===== config.mk =====
export PLATFORM = sky130hd
export DESIGN_NAME = sram_rd_streamer
export DESIGN_NICKNAME = d
export VERILOG_FILES = /design/src/rtl/sauria_pkg.sv /design/src/rtl/sync_fifo.sv /design/src/rtl/sram_rd_streamer.sv
export SDC_FILE = /design/constraint.sdc
export NUM_CORES = 1
export LEC_CHECK = 0
export ABC_AREA = 1
export CAP_MARGIN = 10
export CORE_ASPECT_RATIO = 1.75
export CORE_MARGIN = 2
export CORE_UTILIZATION = 57
export CTS_CLUSTER_DIAMETER = 30
export DETAILED_ROUTE_END_ITERATION = 16
export GPL_TIMING_DRIVEN = 0
export PLACE_DENSITY = 0.8
export REMOVE_ABC_BUFFERS = 1
export SLEW_MARGIN = 20
export SYNTH_ARGS = -nofsm -noshare
export SYNTH_HDL_FRONTEND = slang
export SYNTH_SLANG_ARGS = --single-unit

===== constraint.sdc =====
create_clock -name i_clk -period 1.9 [get_ports i_clk]
set_input_delay 0.285 -clock i_clk [delete_from_list [all_inputs] [get_ports i_clk]]
set_output_delay 0.285 -clock i_clk [all_outputs]
set_load 0.01 [all_outputs]

===== src/rtl/sauria_pkg.sv =====
// Shared types for the SRAM read streamer: FSM state encoding and stream length width.
package sauria_pkg;

  localparam int LEN_W = 16;

  typedef enum logic [1:0] {
    IDLE  = 2'd0,
    RUN   = 2'd1,
    DRAIN = 2'd2
  } stream_state_t;

endpackage


===== src/rtl/sync_fifo.sv =====
// Synchronous FIFO with registered occupancy count and a synchronous flush.
module sync_fifo #(
  parameter int WIDTH = 8,
  parameter int DEPTH = 4,
  localparam int PTR_W = (DEPTH > 1) ? $clog2(DEPTH) : 1,
  localparam int CNT_W = $clog2(DEPTH + 1)
) (
  input  logic             clk,
  input  logic             rst_n,
  input  logic             flush,
  input  logic             push,
  input  logic             pop,
  input  logic [WIDTH-1:0] wdata,
  output logic [WIDTH-1:0] rdata,
  output logic             full,
  output logic             empty,
  output logic [CNT_W-1:0] count
);

  logic [WIDTH-1:0] mem [DEPTH];
  logic [PTR_W-1:0] wr_ptr;
  logic [PTR_W-1:0] rd_ptr;
  logic             do_push;
  logic             do_pop;

  assign full    = (count == CNT_W'(DEPTH));
  assign empty   = (count == '0);
  assign do_push = push & ~full;
  assign do_pop  = pop & ~empty;
  assign rdata   = mem[rd_ptr];

  // Storage is reset so the head reads as zero out of reset.
  always_ff @(posedge clk or negedge rst_n) begin
    if (!rst_n) begin
      wr_ptr <= '0;
      rd_ptr <= '0;
      count  <= '0;
      for (int i = 0; i < DEPTH; i++) begin
        mem[i] <= '0;
      end
    end else if (flush) begin
      wr_ptr <= '0;
      rd_ptr <= '0;
      count  <= '0;
    end else begin
      if (do_push) begin
        mem[wr_ptr] <= wdata;
        wr_ptr      <= wr_ptr + PTR_W'(1);
      end
      if (do_pop) begin
        rd_ptr <= rd_ptr + PTR_W'(1);
      end
      case ({do_push, do_pop})
        2'b10:   count <= count + CNT_W'(1);
        2'b01:   count <= count - CNT_W'(1);
        default: count <= count;
      endcase
    end
  end

endmodule


===== src/rtl/sram_rd_streamer.sv =====
// Strided SRAM read streamer: issues credit-limited reads and streams the words out
// through a small buffer with valid/ready handshake.
//   state | meaning
//   IDLE  | waiting for i_start
//   RUN   | issuing reads while buffer credit and issue count allow
//   DRAIN | all reads issued, waiting for the last word to be accepted
module sram_rd_streamer
  import sauria_pkg::*;
#(
  parameter int ADR_W      = 10,
  parameter int SRAM_W     = 128,
  parameter int FIFO_DEPTH = 4
) (
  input  logic              i_clk,
  input  logic              i_rstn,
  input  logic              i_start,
  input  logic              i_abort,
  input  logic [ADR_W-1:0]  i_base_addr,
  input  logic [ADR_W-1:0]  i_stride,
  input  logic [LEN_W-1:0]  i_length,
  output logic [ADR_W-1:0]  o_sram_addr,
  output logic              o_sram_rden,
  input  logic [SRAM_W-1:0] i_sram_data,
  output logic [SRAM_W-1:0] o_data,
  output logic              o_valid,
  input  logic              i_ready,
  output logic              o_busy,
  output logic              o_done
);

  localparam int CNT_W = $clog2(FIFO_DEPTH + 1);

  stream_state_t    state;
  logic [ADR_W-1:0] addr;
  logic [ADR_W-1:0] stride_q;
  logic [LEN_W-1:0] issue_cnt;
  logic [LEN_W-1:0] accept_cnt;
  logic             inflight;

  logic             fifo_full;
  logic             fifo_empty;
  logic [CNT_W-1:0] fifo_count;
  logic [CNT_W:0]   occupancy;
  logic             credit_ok;
  logic             rden;
  logic             push;
  logic             pop;

  // A read in flight already owns a buffer slot, so it counts against the credit.
  assign occupancy = {1'b0, fifo_count} + {{CNT_W{1'b0}}, inflight};
  assign credit_ok = occupancy < (CNT_W + 1)'(FIFO_DEPTH);
  assign rden      = (state == RUN) && (issue_cnt != '0) && credit_ok;

  assign o_sram_rden = rden;
  assign o_sram_addr = addr;
  assign o_busy      = (state != IDLE);
  assign o_valid     = ~fifo_empty;

  assign push = inflight & ~i_abort & ~fifo_full;
  assign pop  = o_valid & i_ready & ~i_abort;

  always_ff @(posedge i_clk or negedge i_rstn) begin
    if (!i_rstn) begin
      state      <= IDLE;
      addr       <= '0;
      stride_q   <= '0;
      issue_cnt  <= '0;
      accept_cnt <= '0;
      inflight   <= 1'b0;
      o_done     <= 1'b0;
    end else begin
      o_done <= 1'b0;
      if (i_abort) begin
        state      <= IDLE;
        issue_cnt  <= '0;
        accept_cnt <= '0;
        inflight   <= 1'b0;
      end else begin
        inflight <= rden;
        if (pop && (accept_cnt != '0)) begin
          accept_cnt <= accept_cnt - LEN_W'(1);
        end
        case (state)
          IDLE: begin
            if (i_start) begin
              addr       <= i_base_addr;
              stride_q   <= i_stride;
              issue_cnt  <= i_length;
              accept_cnt <= i_length;
              state      <= (i_length == '0) ? DRAIN : RUN;
            end
          end
          RUN: begin
            if (rden) begin
              addr      <= addr + stride_q;
              issue_cnt <= issue_cnt - LEN_W'(1);
              if (issue_cnt == LEN_W'(1)) begin
                state <= DRAIN;
              end
            end
          end
          DRAIN: begin
            if (accept_cnt == '0) begin
              o_done <= 1'b1;
              state  <= IDLE;
            end
          end
          default: state <= IDLE;
        endcase
      end
    end
  end

  sync_fifo #(
    .WIDTH (SRAM_W),
    .DEPTH (FIFO_DEPTH)
  ) u_fifo (
    .clk   (i_clk),
    .rst_n (i_rstn),
    .flush (i_abort),
    .push  (push),
    .pop   (pop),
    .wdata (i_sram_data),
    .rdata (o_data),
    .full  (fifo_full),
    .empty (fifo_empty),
    .count (fifo_count)
  );

endmodule


# [Yosys cells after proc, flatten, opt, wreduce, memory -nomap -nowiden]
# Cells that the tools add are included.
[totals] reg_bits=575 input_bits=169 word_cells=104
[op_classes] add_sub_neg=8 n_lt_le_gt_ge=4 n_eq_ne=12 muxes=34 bitwise=11 n_reduce_logical=21
[op_table] op="$bwmux 512" n=1
[op_table] op="$mux 128" n=3
[op_table] op="$bmux 128 s2" n=1
[op_table] op="$demux 128 s2" n=1
[op_table] op="$mux 16" n=7
[op_table] op="$logic_not 16->1" n=2
[op_table] op="$pmux 16 s2" n=1
[op_table] op="$reduce_bool 16->1" n=2
[op_table] op="$sub 16x1->16 const B" n=2
[op_table] op="$mux 10" n=2
[op_table] op="$mux 2" n=10
[op_table] op="$pmux 10 s2" n=1
[op_table] op="$eq 16x1->1 const B" n=1
[op_table] op="$add 10x10->10" n=1
[op_table] op="$ne 3x3->1 const B" n=3
[op_table] op="$reduce_and 4->1" n=2
[op_table] op="$reduce_bool 2->1" n=4
[op_table] op="$and 1x1->1" n=6
[op_table] op="$ge 3x3->1 const B" n=2
[op_table] op="$not 2->3" n=2
[op_table] op="$pmux 2 s3" n=1
[op_table] op="$pmux 3 s2" n=1
[op_table] op="$reduce_and 3->1" n=2
[op_table] op="$reduce_bool 3->1" n=2
[op_table] op="18 further kinds" n=30

# [Longest topological paths before layout]
[logic_depth] depth_word=9 ltp_mapped=12 ltp_nobuf=12

# [Hierarchy]
# From an unflattened synthesis, not the netlist that was laid out.
[hier_totals] hier_cells=3135 area_unflattened_um2=27433.8
[by_module_without_submodules] mod="sync_fifo" instances=1 cells_each=2566 area_per_inst_um2=23481.3
[by_module_without_submodules] mod="sram_rd_streamer" instances=1 cells_each=569 area_per_inst_um2=3952.5

# [Least setup slack after synthesis]
# OpenSTA, ideal clock, no wires.
[synth_path] kind="reg2reg" start="register addr[0] (netlist: o_sram_addr[0])" end="register addr[6] (netlist: o_sram_addr[6])" setup_time_ns=0.124 t_arrival_ns=1.621 t_required_ns=1.776 slack_ns=0.155 path_stages_with_launch=13 path_buffers=0 cell_sequence="dfrtp_1 > ha_1 > fa_1 > nand2_1 > nand2_1 > nand2_1 > inv_1 > nand2_1 > nand2_1 > nand2_1 > nand3_1 > o211ai_1 > nand2_1"
[synth_via] elab_chain_len=3
[synth_rtl] item="start: declaration" line="sram_rd_streamer.sv:34" source="logic [ADR_W-1:0] addr;"
[synth_rtl] item="start signal: assignment" line="sram_rd_streamer.sv:86" source="addr <= i_base_addr;"
[synth_rtl] item="start signal: assignment" line="sram_rd_streamer.sv:95" source="addr <= addr + stride_q;"
[synth_rtl] item="$add 10x10->10" line="sram_rd_streamer.sv:95"
[synth_rtl] item="$mux 10" line="sram_rd_streamer.sv:94" source="if (rden) begin"
[synth_rtl] item="$pmux 10 s2" line="sram_rd_streamer.sv:83" source="case (state)"
# Every way passes these cells. The select of a mux whose other input is x is not followed.
# A chain may end at the register's enable or synchronous reset.

# [Worst setup path after layout]
[layout_path] start="register u_fifo.rd_ptr[1]" end="output o_data[23]"
[layout_via] elab_chain_len=4
[layout_rtl] item="start: declaration" line="sync_fifo.sv:22" source="logic [PTR_W-1:0] rd_ptr;"
[layout_rtl] item="start signal: assignment" line="sync_fifo.sv:51" source="rd_ptr <= rd_ptr + PTR_W'(1);"
[layout_rtl] item="$not 2->3 (implied by the code)" line="sync_fifo.sv:30" source="assign rdata = mem[rd_ptr];"
[layout_rtl] item="$bmux 128 s2" line="sync_fifo.sv:30"
[layout_rtl] item="$mux 128 (implied by the code) (2 in a row)" line="sync_fifo.sv:30"
[layout_rtl] item="end: declaration" line="sram_rd_streamer.sv:24" source="output logic [SRAM_W-1:0] o_data,"
# Every way passes these cells. The select of a mux whose other input is x is not followed.

==> impl_results.md <==
- Status: finished with violations
- Failing checks: negative hold slack, negative setup slack
- Die area: 49360 sq um
- Power Total: 66.87 mW
- Num ports: 311
- Initial antenna violation count: 19
- Reg2reg end: u_fifo.mem[112]
- Seq/Total Area, Yosys: 53.11%
- Yosys reg bits: 575
- Power Internal: 39.99 mW
- # clock sinks: 575
- Top_reg_cell synth: dfrtp_1
- Max-slew violations: 0
- Routed wire length: 123700 um
- Cell count after synthesis: 2440
- Layout cells sized above 1: 36.91%
- Adder-cell area share of the yosys netlist: 0.9791%
- CTS Buf Count: 83
- Largest family of logic cells by synthesized area: multiplexers
- Critical R2R Launch: u_fifo.count[1]
- Achievable Freq: 0.3580 GHz
- Post-synthesis mux area share: 21.70%
- Tcrit/Tclk final: 147.0%
- NetSw: 26.88 mW
- Clock slew at the register clock pins of the worst setup and hold paths: 0.06 ns
- Die Width: 168.8 um
- Layout Skew: 0.04785 ns
- Synth top area cells: dfrtp_1 (53%), mux2_1 (17%), o21ai_0 (5.6%), nor2_1 (4.7%), mux2_2 (4.7%)
- Initial Util: 57.76%
- Clock tree buffer depth: 3
- Crit-path leading delay family: buffers and inverters
- CTS tree: yes
- Largest area contributor in the netlist: dfrtp_1
- Synth cell count leaders: dfrtp_1 (575), mux2_1 (409), nor2_1 (342)
- Hold crit path type: in2async
- Pwr dens: 1663 nW/um^2
- Max_cap viols: 0
- Rel. slew slack: 50.90%
- Async SR Flop Fraction: 100.0%
- Post-Synth XOR/XNOR Area: 0.3556%
- Final hold vios: 88
- R2R Setup Slk: -0.29 ns
- CP arrival: 2.51 ns
- CORE AREA: 46900 sq um
- Total GRT Usage: 37.12%
- Synth top area share: 53.11%
- Global-route wire length before repair: 138500 um
- Pin count of the biggest net entering global routing: 108
- Area grow syn2layout: 48.39%
- Wire per inst: 33.58 um
- Root buffer cell: clkbuf_16
- FF-to-FF path depth: 10
- Overflow after GRT: 0
- Vias per cell: 6.942
- Number of synthesized flops with an enable pin: 0
- DR vias: 25580
- Max stage delay on crit path: 0.50 ns
- Minimum clock period: 2.793 ns
- Clk network pwr share: 25.1%
- Simple-gate area share of the yosys netlist: 9.117%
- Die height: 292.4 um
- Seq pwr share: 31.5%
- Number of global-route vias before repair: 23510
- Fin worst setup slack: -0.8931 ns
- Sw Share: 40.19%
- Router iterations before antenna repair: 6
- Req. time, crit path: 1.62 ns
- Worst Tran Pin Value: 0.7365 ns
- Most frequent cell after synthesis: dfrtp_1
- Synthesized area: 27090 sq um
- Setup crit end kind: output port
- Crit path kind: reg2out
- IO buf count: 310
- Unrepaired setup endpoints after global routing: yes
- 1st-iter DRT viols: 2896
- GPL Wtd Cong: 0.9054
- Leak Pwr: 19.20 nW
- Final Setup Violations: 511
- Critical path's slowest cell: dfrtp_4
- Cell Chain, Critical Path: buf_16 -> buf_16 -> inv_16 -> buf_16 -> o21ai_0 -> o22ai_1 -> buf_2
- Num rows: 105
- Hold Slack: -0.3469 ns
- DP HPWL: 46220 um
- Post-Syn Area per Cell: 11.10 sq um
- Residual DRC: 0
- VDD IR-drop max: 1697 uV
- Worst setup SP type: register
- Clock Latency Late Sink: 0.66 ns
- Buf/Inv on CP: 5
- # H-tree levels: 3
- Ys Warns: 0
- Sum of negative setup slack: -108.04 ns
- Antenna viol nets, final: 0
- Yosys cell types: 40
- Most numerous cell on the critical path: buf_16
- Post-synthesis compound-gate area fraction: 9.708%
- Layout net count: 3202
- Max FO, Critical Path: 8
- Logic pwr share: 43.3%
[how the worst max path moves through the flow]
stage          cells past startpoint             start               to
5_1_grt                            7  u_fifo.rd_ptr[1]       o_data[23]
3_5_place_dp                       9           i_abort  u_fifo.mem[241]
2_1_floorplan                      3  u_fifo.rd_ptr[0]        o_data[0]
6_report                           7  u_fifo.rd_ptr[1]       o_data[23]
3_3_place_gp                       1            i_rstn  u_fifo.mem[393]
4_1_cts                            8  u_fifo.rd_ptr[0]      o_data[108]
[cells by family after synthesis]
family,after synthesis
simple gates,601
buf+inv,228
mux,522
flops,575
fa+ha+maj,20
compound gates,483
xor+xnor,11
[cells in the final DEF, fill, tap and decap left out, types with 10 or more instances in the layout]
| master | n |
|---|---|
| mux2_2 | 81 |
| clkdlybuf4s50_1 | 175 |
| buf_4 | 109 |
| o21ai_1 | 68 |
| inv_6 | 17 |
| o21ai_4 | 25 |
| buf_12 | 39 |
| buf_2 | 92 |
| a21oi_1 | 24 |
| ha_1 | 16 |
| inv_1 | 57 |
| nor2_2 | 32 |
| buf_6 | 70 |
| diode_2 | 14 |
| nand3_1 | 48 |
| nor2_4 | 33 |
| xor2_1 | 10 |
| nand2_4 | 10 |
| clkbuf_16 | 132 |
| dfrtp_1 | 569 |
| o21ai_2 | 106 |
| mux2_1 | 287 |
| mux2_4 | 154 |
| buf_8 | 24 |
| clkinvlp_4 | 11 |
| nand2_1 | 163 |
| clkinv_16 | 14 |
| o22ai_1 | 91 |
| o21ai_0 | 111 |
| buf_16 | 63 |
| o22ai_2 | 39 |
| nor2_1 | 286 |
[layout make-up]
cell class	instances	area, sq um
Antenna cell	14	35.03
Clock buffer	96	2227
Clock inverter	59	778.2
Fill cell	1894	6700
Inverter	71	334.1
Multi-Input combinational cell	1639	13280
Sequential cell	575	14400
Tap cell	588	735.7
Timing Repair Buffer	628	8051
Timing Repair inverter	15	361.6
[what timing repair did]
item,4_1_cts,5_1_grt
gates resized for setup,809,682
hold endpoints to repair,88,88
buffers inserted,52,143
gates cloned,51,65
setup endpoints to repair,689,588
pin swaps,60,126
[metrics by stage]
step | hold WS, ns | utilization [%] | setup WS, ns | cells | area (sq um)
floorplan | -0.01059 | - | -7.564 | 2283 | 26000
global placement | 0.4610 | 63.61 | -23.42 | 3181 | 29840
detailed placement | 0.3349 | 65.65 | -1.817 | 3220 | 30790
CTS | -0.3361 | 76.06 | -0.5815 | 3478 | 35670
global route | -0.2913 | 85.70 | -0.8849 | 3682 | 40190
finish | -0.3469 | 85.71 | -0.8931 | 3685 | 40200
[routing by layer]
| metal | wire, um | global-route usage (%) |
|---|---|---|
| met5 | 47 | 0 |
| met4 | 14270 | 27.90 |
| met3 | 14090 | 8.891 |
| met2 | 57530 | 62.74 |
| met1 | 37800 | 40.16 |
[flip-flops by register name, indices dropped and copies added (netlist names)]
register and flops:
u_fifo.mem 512, accept_cnt 16, issue_cnt 16, o_sram_addr 10, stride_q 10, u_fifo.count 3, state 2, u_fifo.rd_ptr 2
u_fifo.wr_ptr 2, inflight 1, o_done 1
[worst register-to-register path: cells and delay by family (launching register included)]
family,cells,cell delay (ns)
DFF,1,0.43
and+or+nand+nor,4,0.43
muxes,1,0.45
buffers and inverters,5,0.72
[power by group through the flow]
stage | Clock [mW] | Sequential (mW) | Combinational [mW]
final | 16.8 | 21.1 | 29.0
after global routing | 17.2 | 21.2 | 30.1
after CTS | 16.4 | 19.7 | 22.0
after detailed placement | 0 | 19.7 | 19.4
after global placement | 0 | 19.7 | 15.5
after floorplan | 0 | 19.1 | 10.8
Note: power is estimated with default switching activity, not from simulation.
